## config.mk

```make
export PLATFORM = sky130hd
export DESIGN_NAME = spi_tx_sched_flat
export DESIGN_NICKNAME = d
export VERILOG_FILES = /design/src/rtl/spi_tx_sched_if.sv /design/src/rtl/spi_tx_sched.sv /design/src/flat_wrapper.sv
export SDC_FILE = /design/constraint.sdc
export NUM_CORES = 1
export LEC_CHECK = 0
export ABC_AREA = 1
export CAP_MARGIN = 25
export CORE_UTILIZATION = 40
export CTS_CLUSTER_DIAMETER = 50
export DETAILED_ROUTE_END_ITERATION = 10
export MAX_ROUTING_LAYER = met4
export PLACE_DENSITY = 0.72
export SLEW_MARGIN = 20
export SYNTH_ARGS = -nofsm -noshare
export SYNTH_HDL_FRONTEND = slang
export SYNTH_SLANG_ARGS = --single-unit
export TNS_END_PERCENT = 1
```

## constraint.sdc

```tcl
create_clock -name clk -period 2.1 [get_ports clk]
set_clock_uncertainty 0.2 [all_clocks]
set_input_delay 0.315 -clock clk [delete_from_list [all_inputs] [get_ports clk]]
set_output_delay 0.315 -clock clk [all_outputs]
set_load 0.01 [all_outputs]
```

## src/rtl/spi_tx_sched_if.sv

```systemverilog
// Byte-stream requester channel: valid/ready handshake carrying one byte and an end-of-packet flag.
interface spi_tx_sched_if;
    logic       valid;
    logic [7:0] data;
    logic       last;
    logic       ready;

    modport master (output valid, data, last, input ready);
    modport slave  (input valid, data, last, output ready);
endinterface

```

## src/rtl/spi_tx_sched.sv

```systemverilog
// Round-robin scheduler sharing one SPI byte transmitter between two packet requesters.
// Holds chip select for a whole packet, enforces an inter-packet gap, aborts on underrun or timeout.
module spi_tx_sched #(
    parameter int CS_GAP  = 16,
    parameter int TIMEOUT = 512
) (
    input  logic          clk,
    input  logic          reset_n,
    spi_tx_sched_if.slave rq0,
    spi_tx_sched_if.slave rq1,
    output logic          spi_onoff,
    output logic [7:0]    spi_data,
    input  logic          spi_valid,
    output logic [1:0]    grant,
    output logic          busy,
    output logic          done,
    output logic          err
);

    localparam int TW = (TIMEOUT > 1) ? $clog2(TIMEOUT) : 1;
    localparam int GW = (CS_GAP > 1) ? $clog2(CS_GAP) : 1;
    localparam logic [TW-1:0] T_LAST = TW'(TIMEOUT - 1);
    localparam logic [GW-1:0] G_LAST = GW'(CS_GAP - 1);

    typedef enum logic [1:0] {IDLE, LOAD, SEND, GAP} state_t;

    state_t        state;
    state_t        next_state;
    logic [TW-1:0] t_cnt;
    logic [GW-1:0] g_cnt;
    logic          last_r;
    logic          last_owner;   // 1: requester 1 owned the previous packet
    logic          pick1;
    logic          sel_valid;
    logic [7:0]    sel_data;
    logic          sel_last;
    logic          accept;
    logic          t_expired;
    logic          g_expired;

    // NOTE: sequential state uses non-blocking assignments so every register samples pre-edge values.
    always_ff @(posedge clk or negedge reset_n) begin
        if (!reset_n) begin
            state <= IDLE;
        end else begin
            state <= next_state;
        end
    end

    always_comb begin
        // NOTE: default assignment first, so no path through the case leaves next_state unassigned (latch).
        next_state = state;
        case (state)
            IDLE: if (rq0.valid || rq1.valid) next_state = LOAD;
            LOAD: next_state = SEND;
            SEND: begin
                if (spi_valid) begin
                    if (last_r || !sel_valid) next_state = GAP;
                end else if (t_expired) begin
                    next_state = GAP;
                end
            end
            GAP:  if (g_expired) next_state = IDLE;
            default: next_state = IDLE;
        endcase
    end

    // Owner mux follows the registered grant; ready is the only combinational output.
    always_comb begin
        sel_valid = grant[1] ? rq1.valid : rq0.valid;
        sel_data  = grant[1] ? rq1.data  : rq0.data;
        sel_last  = grant[1] ? rq1.last  : rq0.last;
        pick1     = rq1.valid && (!rq0.valid || !last_owner);
        t_expired = (t_cnt == T_LAST);
        g_expired = (g_cnt == G_LAST);
        accept    = (state == LOAD) || ((state == SEND) && spi_valid && !last_r);
        rq0.ready = accept && grant[0];
        rq1.ready = accept && grant[1];
    end

    always_ff @(posedge clk or negedge reset_n) begin
        if (!reset_n) begin
            spi_onoff  <= 1'b0;
            spi_data   <= 8'h00;
            grant      <= 2'b00;
            busy       <= 1'b0;
            done       <= 1'b0;
            err        <= 1'b0;
            last_owner <= 1'b1;
            last_r     <= 1'b0;
            t_cnt      <= '0;
            g_cnt      <= '0;
        end else begin
            done <= 1'b0;
            err  <= 1'b0;
            busy <= (next_state != IDLE);
            case (state)
                IDLE: begin
                    if (rq0.valid || rq1.valid) begin
                        grant      <= pick1 ? 2'b10 : 2'b01;
                        last_owner <= pick1;
                    end
                end
                LOAD: begin
                    spi_data  <= sel_data;
                    last_r    <= sel_last;
                    spi_onoff <= 1'b1;
                    t_cnt     <= '0;
                end
                SEND: begin
                    if (spi_valid) begin
                        t_cnt <= '0;
                        if (last_r) begin
                            spi_onoff <= 1'b0;
                            grant     <= 2'b00;
                            done      <= 1'b1;
                        end else if (sel_valid) begin
                            spi_data <= sel_data;
                            last_r   <= sel_last;
                        end else begin
                            spi_onoff <= 1'b0;
                            grant     <= 2'b00;
                            err       <= 1'b1;
                        end
                    end else if (t_expired) begin
                        t_cnt     <= '0;
                        spi_onoff <= 1'b0;
                        grant     <= 2'b00;
                        err       <= 1'b1;
                    end else begin
                        t_cnt <= t_cnt + TW'(1);
                    end
                end
                GAP: g_cnt <= g_expired ? '0 : g_cnt + GW'(1);
                default: ;
            endcase
        end
    end

endmodule
```

## src/flat_wrapper.sv

```systemverilog
// flat-port wrapper written by rule: the top's interface ports become plain ports
module spi_tx_sched_flat 
#(
    parameter int CS_GAP  = 16,
    parameter int TIMEOUT = 512
)
  (clk, reset_n, spi_onoff, spi_data, spi_valid, grant, busy, done, err, rq0_valid, rq0_data, rq0_last, rq0_ready, rq1_valid, rq1_data, rq1_last, rq1_ready);
  spi_tx_sched_if rq0_i ();
  spi_tx_sched_if rq1_i ();
  input  logic clk;
  input  logic reset_n;
  output logic spi_onoff;
  output logic [7:0] spi_data;
  input  logic spi_valid;
  output logic [1:0] grant;
  output logic busy;
  output logic done;
  output logic err;
  input wire logic [$bits(rq0_i.valid)-1:0] rq0_valid;
  input wire logic [$bits(rq0_i.data)-1:0] rq0_data;
  input wire logic [$bits(rq0_i.last)-1:0] rq0_last;
  output wire logic [$bits(rq0_i.ready)-1:0] rq0_ready;
  input wire logic [$bits(rq1_i.valid)-1:0] rq1_valid;
  input wire logic [$bits(rq1_i.data)-1:0] rq1_data;
  input wire logic [$bits(rq1_i.last)-1:0] rq1_last;
  output wire logic [$bits(rq1_i.ready)-1:0] rq1_ready;
  assign rq0_i.valid = rq0_valid;
  assign rq0_i.data = rq0_data;
  assign rq0_i.last = rq0_last;
  assign rq0_ready = rq0_i.ready;
  assign rq1_i.valid = rq1_valid;
  assign rq1_i.data = rq1_data;
  assign rq1_i.last = rq1_last;
  assign rq1_ready = rq1_i.ready;
  spi_tx_sched #(.CS_GAP(CS_GAP), .TIMEOUT(TIMEOUT)) u_core (.clk(clk), .reset_n(reset_n), .rq0(rq0_i), .rq1(rq1_i), .spi_onoff(spi_onoff), .spi_data(spi_data), .spi_valid(spi_valid), .grant(grant), .busy(busy), .done(done), .err(err));
endmodule
```

* After elaboration in Yosys (flattened, before gate mapping)
Index checks and enable logic that the tools add are counted.
** Cells by class
- Eq/ne operators :: 11
- Add/subtract/negate cells :: 2
- Muxes and demuxes :: 41
- Reductions and logical operators :: 22
** Operator list (count)
- $mux W8 :: 4
- $mux W2 :: 11
- $mux W9 :: 2
- $pmux W9 S2 :: 1
- $mux W1 :: 17
- $pmux W8 S2 :: 1
- $add A9 B1 Y9 const B :: 1
- $eq A9 B9 Y1 const B :: 1
- $pmux W2 S4 :: 1
- $reduce_and A4 Y1 :: 2
- $reduce_bool A2 Y1 :: 3
- $logic_and A1 B1 Y1 :: 5
- $add A4 B1 Y4 const B :: 1
- $eq A2 B2 Y1 const B :: 2
- $eq A4 B4 Y1 const B :: 1
- $logic_not A1 Y1 :: 4
- $logic_or A1 B1 Y1 :: 4
- $mux W4 :: 1
- $ne A2 B1 Y1 const B :: 2
- $ne A2 B2 Y1 const B :: 2
- $ne A4 B3 Y1 const B :: 1
- $pmux W1 S2 :: 2
- $pmux W2 S2 :: 1
- $reduce_and A2 Y1 :: 2
- other kinds (4) :: 4
** Storage, ports and cells
- Input bits :: 23
- Word-level logic and storage cells :: 87
- Flip-flop bits (word level) :: 31
- Output and inout bits :: 16

* Logic depth before layout (Yosys ltp)
- Word-level depth :: 7
- Depth in mapped cells :: 10

* Least setup slack after synthesis
OpenSTA, ideal clock, no wires.
- Path type :: register -> register
- Start :: register u_core.t_cnt[0]
- End :: register u_core.grant[0]
- Data arrival time :: 1.447 ns
- Stages on the path, launching flop included :: 11
- Data required time :: 1.782 ns
- Setup slack :: 0.335 ns
- Period minus slack after synthesis :: 1.765 ns
- Cells stage by stage :: dfrtp_1 > ha_1 > nand2_1 > nor3_1 > ha_1 > nand3b_1 > inv_1 > nor2_1 > nand2_1 > nand2_1 > nand2_1
** On the way
- Word-level cells in the longest chain between the ends :: 3
** Ends and longest elaborated chain
- start: declaration :: RTL line spi_tx_sched.sv:29 : logic [TW-1:0] t_cnt;
- start signal: assignment :: RTL line spi_tx_sched.sv:131 : t_cnt <= t_cnt + TW'(1);
- $eq A9 B9 Y1 :: RTL line spi_tx_sched.sv:74 : t_expired = (t_cnt == T_LAST);
- $ne A3 B2 Y1 (no line)
- $reduce_and A4 Y1 (no line)
- end signal: assignment :: RTL line spi_tx_sched.sv:100 : grant <= pick1 ? 2'b10 : 2'b01;
- end: declaration :: RTL line spi_tx_sched.sv:14 : output logic [1:0] grant,
Every way passes these cells.
A chain may end at the register's enable or synchronous reset.

* Worst setup path after layout
Ends and elaborated chain as after synthesis.

==> key figures <==
Status
  • Status: finished clean

Timing
  • Period minus WS final: 1975 ps
  • RSZ-0062 raised after global routing: true
  • Fmax achieved: 0.5064 GHz
  • Max-Slew Margin vs Limit: 0.7399
  • Final Hold Viols: 0
  • Hold WS: 232.7 ps
  • Slew @ Worst Pin: 390.1 ps
  • Pins Over Slew Limit: 0
  • Period Utilization, post-route: 0.9403
  • Setup-failing EPs final: 0

Global routing
  • Vias in the first global route: 1,384
  • GRT Util Overall: 0.1944
  • Antenna violations before repair: 0
  • First-pass GRT wire length: 6.210 mm
  • Overflow after GRT: 0
  • Largest net degree at the start of global routing: 32

Final layout
  • P&R area growth vs syn: 33.21%
  • Post-Layout Inst Area: around 2200 um^2
  • Layout cells sized above 1: 0.1115
  • Diode count: 0
  • Final nets: 300

Critical path
  • Worst Setup SP: u_core.t_cnt[0]$_DFFE_PN0P_
  • Crit-path max FO: 4
  • Crit path launch type: flop
  • CP Capture Type: flop
  • R2R depth: 10
  • R2R Path Start: u_core.t_cnt[0]$_DFFE_PN0P_
  • Setup CP Type: flop to flop
  • Worst R2R End: u_core.grant[0]$_DFFE_PN0P_
  • Critical path data arrival time: 1950 ps
  • Flop2flop setup slack: 130 ps
  • WP data required: 2070 ps

Synthesis
  • Compound-cell area share of the yosys netlist: 0.07537
  • Adder-cell area share of the yosys netlist: 0.05224
  • Area share of the largest cell type after synthesis: 0.4478
  • Largest family of logic cells by synthesized area: simple AND/OR/NAND/NOR gates
  • Syn nets: 251
  • Cell taking the most area after synthesis: dfrtp_1
  • Mapped Area: approximately 1700 um^2
  • #FFs+latches synth: 31
  • Post-synthesis xor/xnor area fraction: 0.005224
  • Seq/Total Area, Yosys: 0.4634
  • Synth warn: 0
  • Post-synthesis simple-gate area fraction: 0.3209
  • Post-Synthesis Mean Instance Area: about 7.6 um^2
  • Yosys cell types: 22
  • Syn Inst Count: ~220
  • Area contributors post-synth: dfrtp_1 45%, nand2_1 18%, nand3_1 5.7%
  • Post-synthesis mux area share: 0.006716

Place
  • Placed cell area: about 2200 um^2
  • GP Congestion: 0.7995
  • IO Port Bufs: 38
  • DP Wirelength: around 2.7 mm

Floorplan
  • I/O Pins: 39
  • Die width: 66.74 um
  • Core ar.: 4000 um^2
  • Die ar.: 4454 um^2
  • FP Rows: 23
  • Initial Utilization: 0.4191
  • Die height: 66.74 um

Detailed routing
  • # DRC: 0
  • Avg WL per Cell: 11.19 um
  • Drt first pass iters: 4
  • DRT antenna net count: 0
  • Drt first-iter violations: 78
  • Vias per cell: 4.815
  • Via count: 1,536
  • Final WL: ~3.6 mm

Clock network
  • CTS clk-pin slew, worst paths: 60 ps
  • H-tree Lvls: 2
  • Worst skew pair latency: 280 ps
  • CTS tree: done
  • Post-CTS Setup Bufs: 0
  • Cts-stage hold buffer count: 0
  • CTS sink cnt: 31
  • Clock Tree Root: clkbuf_8
  • TritonCTS Buffers: 5
  • Max Root-Sink Buffers: 2

Power
  • Internal Power: 1735 uW
  • Switching share of total power: 0.4118
  • PwrDens: 1320 nW/um^2
  • Leakage power: ~0.0011 uW
  • Clock Power Share: 0.143
  • Peak VDD IR: 0.0006381 V
  • Switching power: around 1200 uW
  • Sequential Power Share: 0.333
  • Part of the power in combinational logic: 0.524

Run
  • Max cap viols: 0

Hold path
  • Worst hold path class: input pin to async pin
how the worst max path moves through the flow:
stage | cells after the start | to | slack [ps]
6_report | 10 | u_core.grant[0]$_DFFE_PN0P_ | 130
3_5_place_dp | 6 | rq1_ready | -250
5_1_grt | 10 | u_core.grant[1]$_DFFE_PN0P_ | -40
3_3_place_gp | 6 | rq1_ready | -220
4_1_cts | 7 | rq1_ready | 5
2_1_floorplan | 10 | u_core.grant[0]$_DFFE_PN0P_ | 330
layout by cell type, fill, tap and decap left out, types with 9 or more instances in the layout:
cell type / count
nor2_1: 10
nand2_1: 80
a21oi_1: 10
dfrtp_1: 30
nand3_1: 19
clkdlybuf4s50_1: 36
inv_1: 25
buf_4: 9
o21ai_0: 11
power groups by stage:
| stage | Clock, uW | Sequential, uW | Combinational [uW] |
|---|---|---|---|
| 2_1_floorplan | 0 | 1020 | 881 |
| 3_3_place_gp | 0 | 983 | 1500 |
| 3_5_place_dp | 0 | 989 | 1530 |
| 4_1_cts | 427 | 980 | 1540 |
| 5_1_grt | 465 | 1010 | 1750 |
| 6_report | 421 | 982 | 1550 |
cell usage after synthesis:
cell      number
nand3_1       19
buf_2          3
clkbuf_1       1
nor2_1        11
ha_1           7
dfstp_2        1
o21a_1         1
nand2_1       81
nand2_2        4
inv_2          1
o21ai_0       11
a21oi_1       11
xor2_1         1
mux2_2         1
nor2_4         1
nor3_1         3
buf_6          1
nand4_1        5
inv_1         25
nand3b_1       2
dfrtp_1       30
o21ai_2        1
through the flow:
step / setup slack [ps] / std cells / utilization / total power [uW] / TNS [ps]
after floorplan: 334.9 / 221 / - / 1901 / 0
after global placement: -224.0 / 313 / 0.5393 / 2485 / -352.3
after detailed placement: -248.2 / 313 / 0.5393 / 2522 / -375.3
after CTS: 5.426 / 319 / 0.5574 / 2951 / 0
after global routing: -36.85 / 319 / 0.5583 / 3231 / -74.28
final: 125.3 / 319 / 0.5583 / 2949 / 0
critical path, cell delays in order (launching register included):
cell,delay [ps]
dfrtp_1,390
ha_2,210
nand2_1,70
nor3_1,190
ha_1,200
nand3b_1,140
inv_1,110
nor2_2,160
nand2_1,90
nand2_1,70
nand2_1,50
state kept, by name, summed over array words and instances, names as in the netlist:
signal / flops
u_core.t_cnt: 9
u_core.done: 1
u_core.last_r: 1
u_core.spi_onoff: 1
u_core.grant: 2
u_core.busy: 1
u_core.state: 2
u_core.g_cnt: 4
u_core.last_owner: 1
u_core.err: 1
u_core.spi_data: 8
final cells by class:
cell class | instances | area [um^2]
Clock buffer | 6 | 72.57
Fill cell | 394 | 1767
Inverter | 26 | 97.59
Multi-Input combinational cell | 159 | 785.8
Sequential cell | 31 | 777.0
Tap cell | 50 | 62.56
Timing Repair Buffer | 47 | 437.9
routing by layer:
layer  vias up  global-route usage  wire [um]
li1        795                   -          -
met1       695              0.2522       1678
met3         6             0.06849        207
met2        40              0.2765       1631
met4         0             0.07447         51
met5         -                   -          0
cell families after synthesis:
logic type,after synthesis
compound gates,24
xor+xnor,1
fa+ha+maj,7
buf+inv,31
flops,31
mux,1
simple gates,126
repair_timing:
action                                  in CTS  in global routing
resized for setup                            4                  8
endpoints found under the setup margin       2                  5
pin swaps                                    0                  1
No activity file was read; power rests on OpenSTA's default activity.
